`src/rtl/mem_stage.sv`:
```
// -----------------------------------------------------------------------------
// mem_stage -- memory-access pipeline stage
//
// Sits between execute and write-back. ALU-only ops pass through with one
// cycle of latency. Loads and stores are captured into hold registers and
// issued to the data memory over a req/ack handshake. The handshake may take
// any number of cycles; the upstream pipeline is stalled while it is open.
// The write-back outputs are produced when the access completes.
//
// Optional feature macro: MEM_SUBWORD_EN
//   defined   : byte/half accesses (lane-replicated stores, per-lane byte
//               enables, sign/zero-extended loads)
//   undefined : every access is a 32-bit word access; mem_size1 and
//               load_unsigned1 are ignored
//
// Parameters
//   AW                  data-memory address width
//
// Ports
//   CLK                 clock, all state on posedge
//   RESET               synchronous, active-high reset
//   in_valid            upstream op valid (ignored while stall_OUT=1)
//   MemRead1/MemWrite1  load / store (store wins when both are set)
//   aluResult1          effective address or ALU result
//   storeData1          store data
//   writeRegister1      destination register
//   MemtoReg1           write-back selects memory data
//   do_writeback1       op writes the register file
//   mem_size1           00 byte, 01 half, 10 word (MEM_SUBWORD_EN only)
//   load_unsigned1      zero-extend sub-word loads (MEM_SUBWORD_EN only)
//   stall_OUT           upstream must hold; high for every BUSY cycle
//   dmem_req/we/addr/wdata/be   registered memory request, stable until ack
//   dmem_rdata/dmem_ack read data and single-cycle completion pulse
//   aluResult1_OUT, Data_input1_OUT, writeRegister1_OUT, MemtoReg1_OUT,
//   do_writeback1_OUT   registered outputs to the write-back stage
// -----------------------------------------------------------------------------
module mem_stage #(
    parameter int AW = 32
) (
    input  logic          CLK,
    input  logic          RESET,

    input  logic          in_valid,
    input  logic          MemRead1,
    input  logic          MemWrite1,
    input  logic [31:0]   aluResult1,
    input  logic [31:0]   storeData1,
    input  logic [4:0]    writeRegister1,
    input  logic          MemtoReg1,
    input  logic          do_writeback1,
    input  logic [1:0]    mem_size1,
    input  logic          load_unsigned1,

    output logic          stall_OUT,

    output logic          dmem_req,
    output logic          dmem_we,
    output logic [AW-1:0] dmem_addr,
    output logic [31:0]   dmem_wdata,
    output logic [3:0]    dmem_be,
    input  logic [31:0]   dmem_rdata,
    input  logic          dmem_ack,

    output logic [31:0]   aluResult1_OUT,
    output logic [31:0]   Data_input1_OUT,
    output logic [4:0]    writeRegister1_OUT,
    output logic          MemtoReg1_OUT,
    output logic          do_writeback1_OUT
);

    typedef enum logic {
        IDLE = 1'b0,
        BUSY = 1'b1
    } state_t;

    localparam logic [1:0] SIZE_BYTE = 2'b00;
    localparam logic [1:0] SIZE_HALF = 2'b01;

    state_t state, state_n;

    // Next-value copies of every register.
    logic          req_n;
    logic          we_n;
    logic [AW-1:0] addr_n;
    logic [31:0]   wdata_n;
    logic [3:0]    be_n;
    logic [31:0]   alu_out_n;
    logic [31:0]   data_out_n;
    logic [4:0]    wreg_out_n;
    logic          mtr_out_n;
    logic          wb_out_n;

    // Hold registers: the accepted memory op's write-back fields.
    logic [31:0]   hold_alu,   hold_alu_n;
    logic [4:0]    hold_wreg,  hold_wreg_n;
    logic          hold_mtr,   hold_mtr_n;
    logic          hold_wb,    hold_wb_n;
    logic          hold_store, hold_store_n;

    // Request fields formatted from the current inputs, and load data
    // formatted from the returning read data.
    logic [AW-1:0] fmt_addr;
    logic [31:0]   fmt_wdata;
    logic [3:0]    fmt_be;
    logic [31:0]   load_data;

    logic          is_mem_op;

    assign is_mem_op = MemRead1 | MemWrite1;
    assign stall_OUT = (state == BUSY);

`ifdef MEM_SUBWORD_EN
    // Sub-word access needs the size, signedness and byte offset after the
    // inputs have moved on, to pick the lane out of the read data.
    logic [1:0]    hold_size,  hold_size_n;
    logic          hold_uns,   hold_uns_n;
    logic [1:0]    hold_off,   hold_off_n;

    always_comb begin
        fmt_addr  = {aluResult1[AW-1:2], 2'b00};
        fmt_wdata = storeData1;
        fmt_be    = 4'hF;
        case (mem_size1)
            SIZE_BYTE: begin
                fmt_addr  = aluResult1[AW-1:0];
                fmt_wdata = {4{storeData1[7:0]}};
                fmt_be    = 4'b0001 << aluResult1[1:0];
            end
            SIZE_HALF: begin
                // An odd half-word address is treated as the even one.
                fmt_addr  = {aluResult1[AW-1:1], 1'b0};
                fmt_wdata = {2{storeData1[15:0]}};
                fmt_be    = 4'b0011 << {aluResult1[1], 1'b0};
            end
            default: ;
        endcase
    end

    always_comb begin
        logic [7:0]  lane_b;
        logic [15:0] lane_h;
        lane_b    = dmem_rdata[7:0];
        lane_h    = hold_off[1] ? dmem_rdata[31:16] : dmem_rdata[15:0];
        load_data = dmem_rdata;
        case (hold_off)
            2'd0:    lane_b = dmem_rdata[7:0];
            2'd1:    lane_b = dmem_rdata[15:8];
            2'd2:    lane_b = dmem_rdata[23:16];
            default: lane_b = dmem_rdata[31:24];
        endcase
        case (hold_size)
            SIZE_BYTE: load_data = hold_uns ? {24'h0, lane_b}
                                            : {{24{lane_b[7]}}, lane_b};
            SIZE_HALF: load_data = hold_uns ? {16'h0, lane_h}
                                            : {{16{lane_h[15]}}, lane_h};
            default:   load_data = dmem_rdata;
        endcase
    end
`else
    // Word-only build: sub-word controls have no effect.
    logic unused_subword;
    assign unused_subword = ^{mem_size1, load_unsigned1};

    assign fmt_addr  = {aluResult1[AW-1:2], 2'b00};
    assign fmt_wdata = storeData1;
    assign fmt_be    = 4'hF;
    assign load_data = dmem_rdata;
`endif

    // Next-state and next-output logic.
    // NOTE: every signal gets a default at the top of the block so that no
    // path leaves it unassigned; a missing default infers a latch.
    always_comb begin
        state_n      = state;
        req_n        = dmem_req;
        we_n         = dmem_we;
        addr_n       = dmem_addr;
        wdata_n      = dmem_wdata;
        be_n         = dmem_be;
        alu_out_n    = aluResult1_OUT;
        data_out_n   = Data_input1_OUT;
        wreg_out_n   = writeRegister1_OUT;
        mtr_out_n    = MemtoReg1_OUT;
        wb_out_n     = 1'b0;           // write-back is a single-cycle pulse
        hold_alu_n   = hold_alu;
        hold_wreg_n  = hold_wreg;
        hold_mtr_n   = hold_mtr;
        hold_wb_n    = hold_wb;
        hold_store_n = hold_store;
`ifdef MEM_SUBWORD_EN
        hold_size_n  = hold_size;
        hold_uns_n   = hold_uns;
        hold_off_n   = hold_off;
`endif

        case (state)
            IDLE: begin
                // dmem_ack is deliberately not looked at here.
                if (in_valid) begin
                    if (is_mem_op) begin
                        hold_alu_n   = aluResult1;
                        hold_wreg_n  = writeRegister1;
                        hold_mtr_n   = MemtoReg1;
                        hold_wb_n    = do_writeback1;
                        hold_store_n = MemWrite1;
`ifdef MEM_SUBWORD_EN
                        hold_size_n  = mem_size1;
                        hold_uns_n   = load_unsigned1;
                        hold_off_n   = aluResult1[1:0];
`endif
                        req_n        = 1'b1;
                        we_n         = MemWrite1;
                        addr_n       = fmt_addr;
                        wdata_n      = fmt_wdata;
                        be_n         = fmt_be;
                        state_n      = BUSY;
                    end else begin
                        alu_out_n    = aluResult1;
                        data_out_n   = 32'h0;
                        wreg_out_n   = writeRegister1;
                        mtr_out_n    = MemtoReg1;
                        wb_out_n     = do_writeback1;
                    end
                end
            end

            BUSY: begin
                if (dmem_ack) begin
                    req_n      = 1'b0;
                    alu_out_n  = hold_alu;
                    data_out_n = hold_store ? 32'h0 : load_data;
                    wreg_out_n = hold_wreg;
                    mtr_out_n  = hold_mtr;
                    wb_out_n   = hold_wb;
                    state_n    = IDLE;
                end
            end

            default: state_n = IDLE;
        endcase
    end

    // NOTE: sequential state uses non-blocking assignments only, so every
    // register samples the values from before this edge.
    always_ff @(posedge CLK) begin
        if (RESET) begin
            // NOTE: the hold registers are cleared too; they are a handful of
            // flops, and clearing them keeps post-reset outputs deterministic.
            state              <= IDLE;
            dmem_req           <= 1'b0;
            dmem_we            <= 1'b0;
            dmem_addr          <= '0;
            dmem_wdata         <= 32'h0;
            dmem_be            <= 4'h0;
            aluResult1_OUT     <= 32'h0;
            Data_input1_OUT    <= 32'h0;
            writeRegister1_OUT <= 5'h0;
            MemtoReg1_OUT      <= 1'b0;
            do_writeback1_OUT  <= 1'b0;
            hold_alu           <= 32'h0;
            hold_wreg          <= 5'h0;
            hold_mtr           <= 1'b0;
            hold_wb            <= 1'b0;
            hold_store         <= 1'b0;
`ifdef MEM_SUBWORD_EN
            hold_size          <= 2'b00;
            hold_uns           <= 1'b0;
            hold_off           <= 2'b00;
`endif
        end else begin
            state              <= state_n;
            dmem_req           <= req_n;
            dmem_we            <= we_n;
            dmem_addr          <= addr_n;
            dmem_wdata         <= wdata_n;
            dmem_be            <= be_n;
            aluResult1_OUT     <= alu_out_n;
            Data_input1_OUT    <= data_out_n;
            writeRegister1_OUT <= wreg_out_n;
            MemtoReg1_OUT      <= mtr_out_n;
            do_writeback1_OUT  <= wb_out_n;
            hold_alu           <= hold_alu_n;
            hold_wreg          <= hold_wreg_n;
            hold_mtr           <= hold_mtr_n;
            hold_wb            <= hold_wb_n;
            hold_store         <= hold_store_n;
`ifdef MEM_SUBWORD_EN
            hold_size          <= hold_size_n;
            hold_uns           <= hold_uns_n;
            hold_off           <= hold_off_n;
`endif
        end
    end

endmodule

```
`config.mk`:
```
export PLATFORM = sky130hd
export DESIGN_NAME = mem_stage
export DESIGN_NICKNAME = d
export VERILOG_FILES = /design/src/rtl/mem_stage.sv
export SDC_FILE = /design/constraint.sdc
export NUM_CORES = 1
export LEC_CHECK = 0
export CAP_MARGIN = 5
export CORE_UTILIZATION = 46
export CTS_CLUSTER_SIZE = 20
export DETAILED_ROUTE_END_ITERATION = 6
export PLACE_DENSITY = 0.95
export SYNTH_ARGS = -nofsm -noshare
export SYNTH_HDL_FRONTEND = slang
export SYNTH_SLANG_ARGS = --single-unit
```
`constraint.sdc`:
```
create_clock -name CLK -period 3.92 [get_ports CLK]
set_input_delay 0.784 -clock CLK [delete_from_list [all_inputs] [get_ports CLK]]
set_output_delay 0.784 -clock CLK [all_outputs]
set_load 0.05 [all_outputs]
```
Yosys cells after proc, flatten, opt, wreduce, memory -nomap -nowiden
Index checks and enable logic that the tools add are counted.
Cells by class
  eq/ne operators: 4
  multiplexer cells: 29
  bitwise operators: 2
  reduce and logical (&&, ||, !) cells: 3
Operators by type and width (count)
  two-way mux 32 bit: 7
  one-hot mux 32 bit (2 select lines): 2
  two-way mux 5 bit: 3
  two-way mux 1 bit: 12
  one-hot mux 5 bit (2 select lines): 1
  AND reduction 3 bit: 3
  inequality test 2 bit, second input constant: 4
  one-hot mux 1 bit (2 select lines): 4
  inverter 1 bit: 1
  bitwise OR 1 bit: 1
Word-level totals
  flip-flop bits (word level): 176
  bits of input ports: 112
  output and inout port bits: 142
  word-level logic and storage cells: 53

Logic depth before layout (Yosys ltp)
  word-level depth: 4
  mapped depth: 6
  gate-level depth less buffers: 3

Worst setup path after synthesis
Ideal clock, no wire load.
  path kind: input-to-reg
  from: input MemWrite1
  to: register Data_input1_OUT[10]
  setup time: 0.115 ns
  arrival time: 1.905 ns
  data required time: 3.805 ns
  setup slack: 1.900 ns
  cell stages on the path: 5
  path buffers: 2
  cell sequence: or4b_4 -> buf_6 -> buf_6 -> and4_1 -> a31o_1
On the way
  word-level cells in the longest chain between the ends: 3
RTL lines
  start, declared: RTL line 45  | input logic MemWrite1,
  bitwise OR 1 bit: RTL line 109  | assign is_mem_op = MemRead1 | MemWrite1;
  inequality test 2 bit (no line)
  AND reduction 3 bit (no line)
  end signal, assigned: RTL line 278  | Data_input1_OUT <= data_out_n;
  end, declared: RTL line 65  | output logic [31:0] Data_input1_OUT,
No other way between the ends.
A chain may end at the register's enable or synchronous reset.

Final worst setup path
  from: register state (netlist: stall_OUT)
  to: output stall_OUT
RTL lines
  start, declared: RTL line 79  | state_t state, state_n;
  start signal, assigned: RTL line 271  | state <= state_n;
  end, declared: RTL line 54  | output logic stall_OUT,
No word-level cell between the ends.

==> summary.txt <==
Status
  • Status: finished, final reports clean

Setup path
  • Cells along the critical path: clkdlybuf4s50_1
  • Crit Path Category: reg -> out
  • CP Capture Type: primary output
  • Critical Path Start Type: flip-flop
  • Critical Path Max Stage Delay: 0.91 ns
  • Worst EP required: 3.14 ns
  • Slowest stage cell, crit path: clkdlybuf4s50_1
  • Crit-path leading delay family: buffers and inverters
  • Critical Path AT: 1.97 ns
  • Buf/Inv on CP: 1
  • Worst-path maximum fanout: 15

Floorplanning
  • Site row count: 41
  • Starting Density: 47.9%
  • I/O pin cnt: 254
  • Die width: 118 microns
  • Die outline height: 118 microns
  • Die ar.: 13,800 sq um
  • Core area: 12,800 sq um

CTS
  • Post-CTS Setup Inserts: 0
  • Cts hold-fix bufs: 0
  • Worst-path clk slew: 0.06 ns
  • CTS tree: done
  • Htree depth: 4
  • CTS Buffer Depth: 2
  • Clk sink count: 146
  • TritonCTS buffer count: 17
  • Skew-Pair Late Insertion Delay: 0.42 ns
  • Root Buffer: clkbuf_16
  • Post_cts resized: 0

Detailed routing
  • Drt pass-1 iters: 6
  • Drc violations: 0
  • Via count: 5,987
  • WL met1: 7860 microns
  • Met2 routed wirelength: 9650 microns
  • Iteration-0 DRC Markers: 542
  • Final wirelength: 19,700 microns
  • Met3 routed WL: 1660 microns
  • DRT antenna net count: 0
  • WL/cell: 19.2 microns
  • Via density: 5.82
  • DR top layer: met4

Placement
  • DPL Wire Length: 12,200 microns
  • RD Place Congestion: 0.751
  • Area after DPL: 8410 sq um
  • Port Buffer Count: 248

Synth
  • Top cells by count, synth: 146 x dfxtp_1, 113 x a21oi_1, 72 x o21ai_0, 71 x nand3_1, 50 x clkbuf_1
  • Post-synth ARST share: 0%
  • Post-synth top flop: dfxtp_1
  • Post-synthesis cell area: 6150 sq um
  • #FFs+latches synth: 146
  • Top cell type's share of synthesized area: 47.6%
  • Syn_area_per_cell: 9.12 sq um
  • Post-synth top area cell: dfxtp_1
  • Ys Warns: 0
  • Post-Syn Instances: 674
  • Synth area leaders: dfxtp_1 48%, a21oi_1 9.2%, mux2i_1 6.2%
  • Synth cell types: 27
  • Sequential fraction of the synthesis area: 47.6%
  • Post-synth EDFFs: 0
  • Most frequent cell after synthesis: dfxtp_1

STA
  • RSZ-0062 raised after global routing: false
  • Minimum clock period: 2.75 ns
  • Fin. Hold Viols: 0
  • Final setup vio count: 0
  • Worst slew pin tran: 1.18 ns
  • Fin. max-slew vios: 0
  • Slew HR: 21.2%
  • Max frequency: 363 MHz
  • Sum of negative setup slack: 0 ns
  • Clk_skew: 0.00830 ns
  • Post-route clock period utilization: 70.2%

Flow run
  • Count of max-cap constraint violations: 0

Global route
  • Largest net degree at the start of global routing: 78
  • Antenna violations before repair: 0
  • Grt ovf: 0
  • Total GRT Usage: 28.2%
  • Vias in the first global route: 5,827
  • First-pass GRT wire length: 31,100 microns

Power and ir drop
  • Sequential Power Share: 37.8%
  • Sw Pwr: 0.00121 W
  • Leakage: 3.33 nW
  • Logic pwr share: 20.3%
  • P_int: 0.00309 W
  • PwrDens: 474 nW/um^2
  • Switching Fraction: 28.1%
  • Total power: 0.00430 W
  • Max IR drop VDD: 0.000299 V
  • Clock power share: 41.9%

Layout
  • Number of fillers in the final layout: 967
  • Synthesis-to-finish area growth: 47.6%
  • Fin area: 9070 sq um
  • Share of cells above drive strength 1: 6.66%
  • Final core occ: 70.7%
  • Nets: 955
  • # diodes: 0

Min path
  • Worst Hold Class: reg -> reg
## power by group through the flow
stage	clock [W]	sequential [W]	combinational [W]
detailed placement	0	0.00165	0.000868
global route	0.00189	0.00163	0.000913
CTS	0.00183	0.00162	0.000872
finish	0.00180	0.00162	0.000872
floorplan	0	0.00185	0.000346
global placement	0	0.00165	0.000856
## layout make-up
type / instances / area [sq um] / area share [%]
timing repair buffer: 261 / 2610 / 28.8
clock buffer: 23 / 488 / 5.38
tap: 172 / 215 / 2.37
clock inverter: 9 / 175 / 1.93
multi-input combinational: 415 / 2650 / 29.2
inverter: 2 / 7.51 / 0.0828
sequential: 146 / 2920 / 32.2
## kinds of logic after synthesis
logic type	share of synthesized area, %
buf+inv	9.93
simple gates	11.9
compound gates	24.4
flops	47.6
other cells	0.0610
mux	6.19
## worst min-delay path: cells and delay by family (launching register included)
kind / cells / cell delay [ns]
simple gates: 1 / 0.05
compound gates: 1 / 0.05
flops: 1 / 0.31
## placed cells by master (no fill, tap or decap), types with 3 or more instances in the layout
cell	count
o21ai_0	72
buf_12	3
nand3_1	71
a21oi_1	113
clkdlybuf4s50_1	247
nand2_1	4
and4_1	32
a31o_1	30
clkbuf_8	4
bufinv_16	5
buf_4	10
dfxtp_1	145
o31ai_1	38
mux2i_1	38
clkbuf_16	17
## stage by stage
stage / worst slack [ns] / std cells / hold slack, ns
final: 1.17 / 1028 / 0.467
after global routing: 1.13 / 1028 / 0.496
after CTS: 1.17 / 1028 / 0.471
after detailed placement: 1.10 / 996 / 0.459
after global placement: 1.11 / 996 / 0.444
after floorplan: 1.90 / 675 / 0.454
## metal layers
layer | track usage (%) | vias to the layer above
li1 | - | 2799
met1 | 32.8 | 2829
met2 | 48.2 | 318
met3 | 8.33 | 41
met4 | 11.9 | 0
met5 | 0 | -
## path summary, 6_finish.rpt
kind                                start        endpoint  slack, ns  cells after the start
worst max-delay path            stall_OUT       stall_OUT       1.17                      1
worst min-delay path             dmem_req        dmem_req       0.47                      2
worst max register to register  stall_OUT  dmem_wdata[20]       1.46                      5
worst min register to register   dmem_req        dmem_req       0.47                      2
## state kept, by name, indices dropped and copies added, names as in the netlist, 5 cells and up
name                count
Data_input1_OUT        32
aluResult1_OUT         32
dmem_wdata             32
hold_alu               31
hold_wreg               5
writeRegister1_OUT      5
(Power assumes the default switching activity.)
